**config.mk**
```make
export PLATFORM = sky130hd
export DESIGN_NAME = uart_rx_cmd_parser
export DESIGN_NICKNAME = d
export VERILOG_FILES = /design/src/rtl/uart_rx_cmd_parser.sv
export SDC_FILE = /design/constraint.sdc
export NUM_CORES = 1
export LEC_CHECK = 0
export CAP_MARGIN = 20
export CORE_AREA = 3 3 128 117
export CTS_CLUSTER_SIZE = 10
export DETAILED_ROUTE_END_ITERATION = 10
export DIE_AREA = 0 0 131 120
export HOLD_SLACK_MARGIN = 0.02
export PLACE_DENSITY = 0.6
export SKIP_CTS_REPAIR_TIMING = 1
export SLEW_MARGIN = 20
export SYNTH_ARGS = -nofsm -noshare
export SYNTH_HDL_FRONTEND = slang
export SYNTH_SLANG_ARGS = --single-unit
```
**constraint.sdc**
```tcl
create_clock -name i_CLK -period 3 [get_ports i_CLK]
set_input_delay 0.6 -clock i_CLK [delete_from_list [all_inputs] [get_ports i_CLK]]
set_output_delay 0.6 -clock i_CLK [all_outputs]
set_load 0.01 [all_outputs]
```
**src/rtl/uart_rx_cmd_parser.sv**
```systemverilog
`default_nettype none
// ============================================================================
//  Module      : uart_rx_cmd_parser
//  Description : Frames SYNC/CMD/ADDR/DHI/DLO/CHK byte packets from a UART
//                receiver into a held command with checksum and timeout checks.
//  Revision    : 1.0 - initial release
// ============================================================================
module uart_rx_cmd_parser #(
    parameter int unsigned TIMEOUT_CLKS = 50000,
    parameter logic [7:0]  SYNC_BYTE    = 8'hA5
) (
    input  logic        i_CLK,
    input  logic        i_RST,
    input  logic        i_Rx_DV,
    input  logic [7:0]  i_Rx_Byte,
    input  logic        i_Cmd_Ack,
    output logic        o_Cmd_Valid,
    output logic [7:0]  o_Cmd,
    output logic [7:0]  o_Addr,
    output logic [15:0] o_Data,
    output logic        o_Chk_Err,
    output logic        o_Timeout,
    output logic        o_Overrun,
    output logic        o_Busy
);

    typedef enum logic [2:0] {
        S_IDLE = 3'd0,
        S_CMD  = 3'd1,
        S_ADDR = 3'd2,
        S_DHI  = 3'd3,
        S_DLO  = 3'd4,
        S_CHK  = 3'd5
    } state_t;

    // Timeout fires on the edge where the idle counter would reach TIMEOUT_CLKS-1.
    localparam logic [15:0] c_TO_MATCH = 16'(TIMEOUT_CLKS - 2);

    state_t      state_q,    state_d;
    logic [15:0] cnt_q,      cnt_d;
    logic [7:0]  xor_q,      xor_d;
    logic [7:0]  sh_cmd_q,   sh_cmd_d;
    logic [7:0]  sh_addr_q,  sh_addr_d;
    logic [15:0] sh_data_q,  sh_data_d;
    logic        valid_q,    valid_d;
    logic [7:0]  cmd_q,      cmd_d;
    logic [7:0]  addr_q,     addr_d;
    logic [15:0] data_q,     data_d;
    logic        chk_err_q,  chk_err_d;
    logic        timeout_q,  timeout_d;
    logic        overrun_q,  overrun_d;

    always_ff @(posedge i_CLK or posedge i_RST) begin
        if (i_RST) begin
            state_q   <= S_IDLE;
            cnt_q     <= '0;
            xor_q     <= '0;
            sh_cmd_q  <= '0;
            sh_addr_q <= '0;
            sh_data_q <= '0;
            valid_q   <= 1'b0;
            cmd_q     <= '0;
            addr_q    <= '0;
            data_q    <= '0;
            chk_err_q <= 1'b0;
            timeout_q <= 1'b0;
            overrun_q <= 1'b0;
        end else begin
            state_q   <= state_d;
            cnt_q     <= cnt_d;
            xor_q     <= xor_d;
            sh_cmd_q  <= sh_cmd_d;
            sh_addr_q <= sh_addr_d;
            sh_data_q <= sh_data_d;
            valid_q   <= valid_d;
            cmd_q     <= cmd_d;
            addr_q    <= addr_d;
            data_q    <= data_d;
            chk_err_q <= chk_err_d;
            timeout_q <= timeout_d;
            overrun_q <= overrun_d;
        end
    end

    always_comb begin
        state_d   = state_q;
        cnt_d     = cnt_q + 16'd1;
        xor_d     = xor_q;
        sh_cmd_d  = sh_cmd_q;
        sh_addr_d = sh_addr_q;
        sh_data_d = sh_data_q;
        valid_d   = valid_q;
        cmd_d     = cmd_q;
        addr_d    = addr_q;
        data_d    = data_q;
        chk_err_d = 1'b0;
        timeout_d = 1'b0;
        overrun_d = 1'b0;

        if (valid_q && i_Cmd_Ack) begin
            valid_d = 1'b0;
        end

        if (state_q == S_IDLE || i_Rx_DV) begin
            cnt_d = '0;
        end

        if (i_Rx_DV) begin
            case (state_q)
                S_IDLE: begin
                    if (i_Rx_Byte == SYNC_BYTE) begin
                        state_d = S_CMD;
                        xor_d   = '0;
                    end
                end
                S_CMD: begin
                    sh_cmd_d = i_Rx_Byte;
                    xor_d    = xor_q ^ i_Rx_Byte;
                    state_d  = S_ADDR;
                end
                S_ADDR: begin
                    sh_addr_d = i_Rx_Byte;
                    xor_d     = xor_q ^ i_Rx_Byte;
                    state_d   = S_DHI;
                end
                S_DHI: begin
                    sh_data_d[15:8] = i_Rx_Byte;
                    xor_d           = xor_q ^ i_Rx_Byte;
                    state_d         = S_DLO;
                end
                S_DLO: begin
                    sh_data_d[7:0] = i_Rx_Byte;
                    xor_d          = xor_q ^ i_Rx_Byte;
                    state_d        = S_CHK;
                end
                S_CHK: begin
                    state_d = S_IDLE;
                    if (i_Rx_Byte == xor_q) begin
                        // A same-cycle ack frees the slot for the new frame.
                        if (!valid_q || i_Cmd_Ack) begin
                            valid_d = 1'b1;
                            cmd_d   = sh_cmd_q;
                            addr_d  = sh_addr_q;
                            data_d  = sh_data_q;
                        end else begin
                            overrun_d = 1'b1;
                        end
                    end else begin
                        chk_err_d = 1'b1;
                    end
                end
                default: begin
                    state_d = S_IDLE;
                end
            endcase
        end else if (state_q != S_IDLE && cnt_q == c_TO_MATCH) begin
            state_d   = S_IDLE;
            timeout_d = 1'b1;
        end
    end

    assign o_Cmd_Valid = valid_q;
    assign o_Cmd       = cmd_q;
    assign o_Addr      = addr_q;
    assign o_Data      = data_q;
    assign o_Chk_Err   = chk_err_q;
    assign o_Timeout   = timeout_q;
    assign o_Overrun   = overrun_q;
    assign o_Busy      = (state_q != S_IDLE);

endmodule
`default_nettype wire

```
== After elaboration in Yosys (flattened, before gate mapping) ==
Cells that the tools add are included.
W data, S select, Z words.

* Add/subtract/negate cells: 1
* Equality and inequality tests: 10
* Multiplexer cells: 21
* Bitwise logic cells: 1
* Reductions and logical operators: 17

{| class="wikitable"
|+ Operator list
! kind !! number
|-
| $add A16 B1 Y16 const B || 1
|-
| $eq A16 B16 Y1 const B || 1
|-
| $mux W16 || 1
|-
| $pmux W8 S2 || 1
|-
| $pmux W3 S5 || 1
|-
| $mux W1 || 14
|-
| $reduce_and A2 Y1 || 5
|-
| $mux W3 || 3
|-
| $eq A8 B8 Y1 || 1
|-
| $eq A8 B8 Y1 const B || 1
|-
| $mux W8 || 1
|-
| $xor A8 B8 Y8 || 1
|-
| $eq A3 B2 Y1 const B || 2
|-
| $eq A3 B3 Y1 const B || 2
|-
| $reduce_and A4 Y1 || 1
|-
| $reduce_bool A2 Y1 || 2
|-
| $reduce_or A4 Y1 || 1
|-
| $eq A3 B1 Y1 const B || 1
|-
| $logic_not A3 Y1 || 1
|-
| $ne A3 B2 Y1 const B || 1
|-
| $reduce_and A3 Y1 || 1
|-
| $reduce_bool A3 Y1 || 1
|-
| $logic_and A1 B1 Y1 || 2
|-
| $logic_or A1 B1 Y1 || 2
|-
| 2 further kinds || 2
|}

* Register bits after elaboration: 95
* Input port bits: 12

== Longest topological paths before layout ==
Gate-level depths: netlist of the first run.

* Word-level depth: 6
* Gate-level depth with buffers: 8
* Gate-level depth less buffers: 5

== Least setup slack after synthesis of the first run ==
No wires, ideal clock.

* Path kind: input-to-reg
* From: in i_Rx_Byte[0]
* To: reg cmd_q[3], in the netlist o_Cmd[3]
* Setup time: 0.125 ns
* Arrival: 2.027 ns
* Setup slack: 0.848 ns
* Stages: 5
* Cells stage by stage: xor2_1 or4b_1 nor3_4 buf_6 mux2_2

* Cells in the longest elaborated chain, start to end: 2

{| class="wikitable"
|+ Ends and longest elaborated chain
! element !! RTL line !! source
|-
| start: declaration || 15 || <nowiki>input logic [7:0] i_Rx_Byte,</nowiki>
|-
| $eq A8 B8 Y1 || 138 || <nowiki>if (i_Rx_Byte == xor_q) begin</nowiki>
|-
| $reduce_and A4 Y1 (no source line) || n/a ||
|-
| end signal: assignment || 76 || <nowiki>cmd_q <= cmd_d;</nowiki>
|-
| end: declaration || 46 || <nowiki>logic [7:0] cmd_q, cmd_d;</nowiki>
|}

Every way passes these cells.
A chain may end at the register's enable or synchronous reset.

== Worst setup path in the final report of the first run ==
* From: reg state_q[0]
* To: out o_Busy

* Cells in the longest elaborated chain, start to end: 1

{| class="wikitable"
|+ Ends and longest elaborated chain
! element !! RTL line !! source
|-
| start: declaration || 39 || <nowiki>state_t state_q, state_d;</nowiki>
|-
| start signal: assignment || 69 || <nowiki>state_q <= state_d;</nowiki>
|-
| $reduce_bool A3 Y1 || 169 || <nowiki>assign o_Busy = (state_q != S_IDLE);</nowiki>
|-
| end: declaration || 24 || <nowiki>output logic o_Busy</nowiki>
|}

Every way passes these cells.

==> results of run 1 <==
[worst min-delay path by stage]
stage,from,to,cells after the start
global placement,sh_addr_q[6],o_Addr[6],1
CTS,o_Addr[6],o_Addr[6],1
detailed placement,o_Addr[6],o_Addr[6],1
finish,sh_addr_q[5],o_Addr[5],1
global route,sh_cmd_q[1],o_Cmd[1],1
floorplan,sh_addr_q[5],o_Addr[5],1
[cells by family (layout without fill, tap and decap cells)]
logic type | after synthesis | after routing | synth area share, %
flops | 95 | 95 | 57.9
buf+inv | 24 | 92 | 2.90
simple gates | 88 | 88 | 11.9
compound gates | 33 | 33 | 5.49
fa+ha+maj | 2 | 2 | 0.609
mux | 64 | 64 | 17.6
xor+xnor | 17 | 17 | 3.63
[stage by stage]
step,util (%),instances
detailed placement,35.4,568
global placement,35.4,568
CTS,37.7,584
finish,37.7,584
floorplan,-,323
global route,37.7,584
[metal layers]
layer | track usage [%] | vias up
met5 | 0 | -
met4 | 4.24 | 0
met3 | 2.98 | 5
met2 | 17.2 | 45
met1 | 18.2 | 1364
li1 | - | 1273
[Yosys cell counts (8+ instances only)]
cell type,instances
dfrtp_1,95
mux2_2,59
nor2_1,22
nand2b_1,13
nor3_1,12
xnor2_1,12
inv_1,10
o21ai_0,10
nand2_1,8
nand3_1,8
o31ai_1,8
[sequential cells by signal (all words and copies together), names as in the netlist]
register / count
sh_addr_q: 8
sh_data_q: 16
o_Overrun: 1
o_Cmd_Valid: 1
o_Cmd: 8
o_Addr: 8
o_Chk_Err: 1
state_q: 3
o_Data: 16
o_Timeout: 1
sh_cmd_q: 8
cnt_q: 16
xor_q: 8
[final cells by class]
type / count / area, µm²
Tap cell: 193 / 241
Fill cell: 1312 / 8660
Clock buffer: 11 / 253
Inverter: 10 / 41.3
Timing Repair Buffer: 66 / 653
Clock inverter: 5 / 62.6
Multi-Input combinational cell: 204 / 1610
Sequential cell: 95 / 2380
[power by group through the flow]
| stage | Sequential (mW) | Clock (mW) | Combinational, mW |
|---|---|---|---|
| 2_1_floorplan | 1.70 | 0 | 0.639 |
| 3_3_place_gp | 1.78 | 0 | 0.791 |
| 3_5_place_dp | 1.79 | 0 | 0.824 |
| 4_1_cts | 1.76 | 1.22 | 0.829 |
| 5_1_grt | 1.81 | 1.28 | 0.909 |
| 6_report | 1.76 | 1.20 | 0.818 |
==> metrics.yaml, run 1 <==
ir_drop_uv: 344
min_path_type: "reg -> reg"
path_cells: "nor3_2 -> buf_4 -> inv_1 -> clkdlybuf4s50_1"
antennaDiodeCount: 0
firstDrtPassIters: 4
yosys_warnings: 0
viasPerCell: 4.60
clock_latency_ns: 0.34
hold_viol_final: 0
num_rows: 41
slowest_stage: "clkdlybuf4s50_1"
p_int_mw: 2.68
slowest_delay_ns: 0.58
die_x_um: 131
finClkSkew_ns: 0.00675
syn_avg_cell_area_um2: 12.7
p_clk_share_pct: 31.6
critPathLaunch: "state_q[0]"
synthFlopType: "dfrtp_1"
drive_above_1_share_pct: 24.8
met2WireLength_um: 4110
r2r-end: "o_Data[2]"
yosysTopAreaCell: "dfrtp_1"
drc: 0
wl_per_cell_um: 15.3
place_area_um2: 4920
p_per_area_nw_per_um2: 721
combPwrFrac_pct: 21.7
path_depth: 4
ys_seq_area_share_pct: 57.9
status: "finished clean"
grt.overflow.total: 0
crit_path_end_kind: "output port"
p_switching_mw: 1.09
max-cap-violations: 0
worst_ep_arrival_time_ns: 1.89
ant_nets: 0
initial_core_util_pct: 29.5
worst_r2r_path_depth: 5
synth.cell_area_um2: 4110
track_usage_pct: 12.2
cp_max_fo: 11
finalCritPeriodShare_pct: 83.0
area_delta_synth_final_pct: 27.6
layout_setup_ws_ns: 0.509
synthDominantCellAreaShare_pct: 57.9
crit_end: "o_Busy"
critPathKind: "reg -> out"
htree_levels: 3
ioPinCount: 49
syn-instance-count: 323
r2r_setup_slack_ns: 0.83
met3_length_um: 353
place_congestion: 0.796
clockBufferDepth: 2
dp.final_hpwl_um: 6160
synth_seq_cells: 95
critPathBufInv: 3
crit_required_ns: 2.40
grt_pass1_vias: 2723
cpLargestDelayFamily: "buffers and inverters"
vias: 2687
portBuffers: 48
coreArea_um2: 13900
p_leak_nw: 2.29
die_y_um: 120
max_freq_mhz: 401
nets: 400
synth-edff-count: 0
swShare_pct: 29.0
place_ws_ns: 0.212
clock-root-buffer: "clkbuf_16"
stdcell_area_um2: 5240
layout_commonest_cell: "dfrtp_1"
drv_slew: 0
synth_nets: 337
synthArstFlopShare_pct: 100
total_power_mw: 3.78
die_area_um2: 15700
fin_crit_ns: 2.49
top_layer: "met4"
synth_cell_types: 41
relSlewSlack_pct: 42.2
finalSetupTns_ns: 0
cts.clk_slew.worst_paths_ns: 0.07
grt_first_pass_wirelength_um: 14800
whs_ns: 0.488
numCtsBuffers: 9
antenna_found_initial: 0
yosys-top-cells-area: "dfrtp_1 58%, mux2_2 16%, xnor2_1 2.6%"
setup_violations: 0
cts.sink_count: 95
grt_max_degree: 44
tightest_slew_ns: 0.859
layout_common_cells: "95 x dfrtp_1, 59 x mux2_2, 48 x clkdlybuf4s50_1"
seqPwrFrac_pct: 46.7
drt-initial-drc-count: 135
wl_met1_um: 4410
cts_tree: "built"
wl_um: 8960
rsz0062_at_grt: "no"
cp-start-kind: "register"
reg2reg_from: "state_q[1]"
Note: power is estimated with default switching activity, not from simulation.
==> inputs of run 2 (changes only) <==
--- a/config.mk
+++ b/config.mk
@@ -11,7 +11,7 @@
 export DETAILED_ROUTE_END_ITERATION = 10
 export DIE_AREA = 0 0 131 120
 export HOLD_SLACK_MARGIN = 0.02
-export PLACE_DENSITY = 0.6
+export PLACE_DENSITY = 0.59
 export SKIP_CTS_REPAIR_TIMING = 1
 export SLEW_MARGIN = 20
 export SYNTH_ARGS = -nofsm -noshare
==> constraint.sdc (replaced) <==
create_clock -name i_CLK -period 2.4 [get_ports i_CLK]
set_input_delay 0.48 -clock i_CLK [delete_from_list [all_inputs] [get_ports i_CLK]]
set_output_delay 0.48 -clock i_CLK [all_outputs]
set_load 0.01 [all_outputs]
==> run 2 against run 1 <==
  * Final cell count increased by 2.7%
  * Worst setup slack lost 0.41 ns
  * Global-route usage up 0.28 points
  * Final area rose by 2.4%
  * First-iteration DRC count increased by 8.9%
  * Non-clock buffer count increased by 16
  * Critical endpoint is now o_Addr[3]
  * Clock power up 18%
  * Die area did not move
  * Largest power group unchanged
  * Largest cell class unchanged
==> metrics.yaml, run 2 (same netlist as run 1, synthesis figures left out) <==
status: "finished clean"
hold_viol_final: 0
drive_above_1_share_pct: 27.8
place_congestion: 0.789
die_x_um: 131
drv_slew: 0
p_int_mw: 3.30
firstDrtPassIters: 4
cp_max_fo: 27
die_y_um: 120
met2_usage_pct: 18.4
path_cells: "clkdlybuf4s50_1 -> xor2_1 -> or4b_1 -> nor3_4 -> buf_12 -> mux2_2"
cts.clk_slew.worst_paths_ns: 0.08
track_usage_pct: 12.5
finClkSkew_ns: 0.0137
seqPwrFrac_pct: 45.7
combPwrFrac_pct: 24.4
antennaDiodeCount: 0
dp_cells: 584
drt-initial-drc-count: 147
die_area_um2: 15700
dp.final_hpwl_um: 6510
critPathBufInv: 2
numCtsBuffers: 9
layout_commonest_cell: "dfrtp_1"
clock-root-buffer: "clkbuf_16"
setup_violations: 0
grt_max_degree: 33
drc: 0
slowest_delay_ns: 0.56
finalCritPeriodShare_pct: 96.0
portBuffers: 48
tightest_slew_ns: 0.596
relSlewSlack_pct: 60.2
max_freq_mhz: 434
htree_levels: 3
antenna_found_initial: 0
grt_first_pass_wirelength_um: 15100
wl_per_cell_um: 15.1
nFillCells: 1310
critPathKind: "in -> reg"
p_per_area_nw_per_um2: 881
slowest_stage: "or4b_1"
grt_use_met3_pct: 2.67
cts.sink_count: 95
cp-start-kind: "input pin"
min_path_type: "reg -> reg"
p_switching_mw: 1.43
cpLargestDelayFamily: "simple AND/OR/NAND/NOR gates"
p_clk_share_pct: 29.8
grt.met1_usage_pct: 17.3
area_delta_synth_final_pct: 30.7
num_rows: 41
multi_input_area_um2: 1610
seq_area_um2: 2380
nets: 416
ir_drop_uv: 411
crit_required_ns: 2.63
total_power_mw: 4.73
swShare_pct: 30.3
vias: 2733
wl_um: 9040
grt_pass1_vias: 2791
p_leak_nw: 2.37
cts_tree: "built"
grt.overflow.total: 0
instances_no_fill: 600
layout_common_cells: "95 x dfrtp_1, 59 x mux2_2, 48 x clkdlybuf4s50_1"
worst_ep_arrival_time_ns: 2.54
ioPinCount: 49
coreArea_um2: 13900
viasPerCell: 4.56
fin_crit_ns: 2.30
finalSetupTns_ns: 0
grt.busiest_layer: "met2"
initial_core_util_pct: 29.5
clockBufferDepth: 2
clock_latency_ns: 0.35
rsz0062_at_grt: "no"
ant_nets: 0
crit_path_end_kind: "register"
max-cap-violations: 0
run 2: power by group through the flow:
stage | logic (mW) | registers [mW] | clock network (mW)
6_report | 1.15 | 2.16 | 1.41
5_1_grt | 1.29 | 2.21 | 1.52
4_1_cts | 1.17 | 2.17 | 1.44
3_5_place_dp | 1.16 | 2.20 | 0
3_3_place_gp | 1.14 | 2.18 | 0
2_1_floorplan | 0.798 | 2.12 | 0
run 2: layer usage:
layer  up-vias  wire length, µm
met2        45             4240
met1      1371             4270
met3        13              295
met5         -                0
met4         0              236
li1       1304                -
run 2: metrics by stage:
step           util (%)  hold WS, ns  setup WS (ns)  cell area (µm²)
2_1_floorplan         -        0.460          0.331             4110
3_3_place_gp       36.5        0.468         -0.240             5070
3_5_place_dp       36.5        0.479         -0.300             5070
4_1_cts            38.6        0.496         0.0672             5370
5_1_grt            38.6        0.509         0.0121             5370
6_report           38.6        0.491         0.0960             5370
run 2: path summary, 6_finish.rpt:
check                                  start  cells after the start       endpoint  slack, ns
worst max-delay path            i_Rx_Byte[0]                      6      o_Addr[3]        0.1
max in group asynchronous              i_RST                      3     state_q[2]       1.29
worst min register to register      o_Cmd[1]                      1       o_Cmd[1]       0.49
worst min-delay path                o_Cmd[1]                      1       o_Cmd[1]       0.49
worst max register to register      xor_q[0]                      5      o_Addr[3]       0.35
min in group asynchronous              i_RST                      2  sh_data_q[14]       0.57
run 2: area by class of cell:
class	instances	area share, %
flip-flops and latches	95	44.3
well taps	193	4.50
repair buffers	82	14.9
multi-input cells	204	30.0
inverters	10	0.770
clock buffers	9	4.20
clock inverters	7	1.35
run 2: worst register-to-register path, cell delays in order, from the launching register on:
cell	delay (ns)
dfrtp_1	0.40
xor2_1	0.18
or4b_1	0.56
nor3_4	0.20
buf_12	0.22
mux2_2	0.38
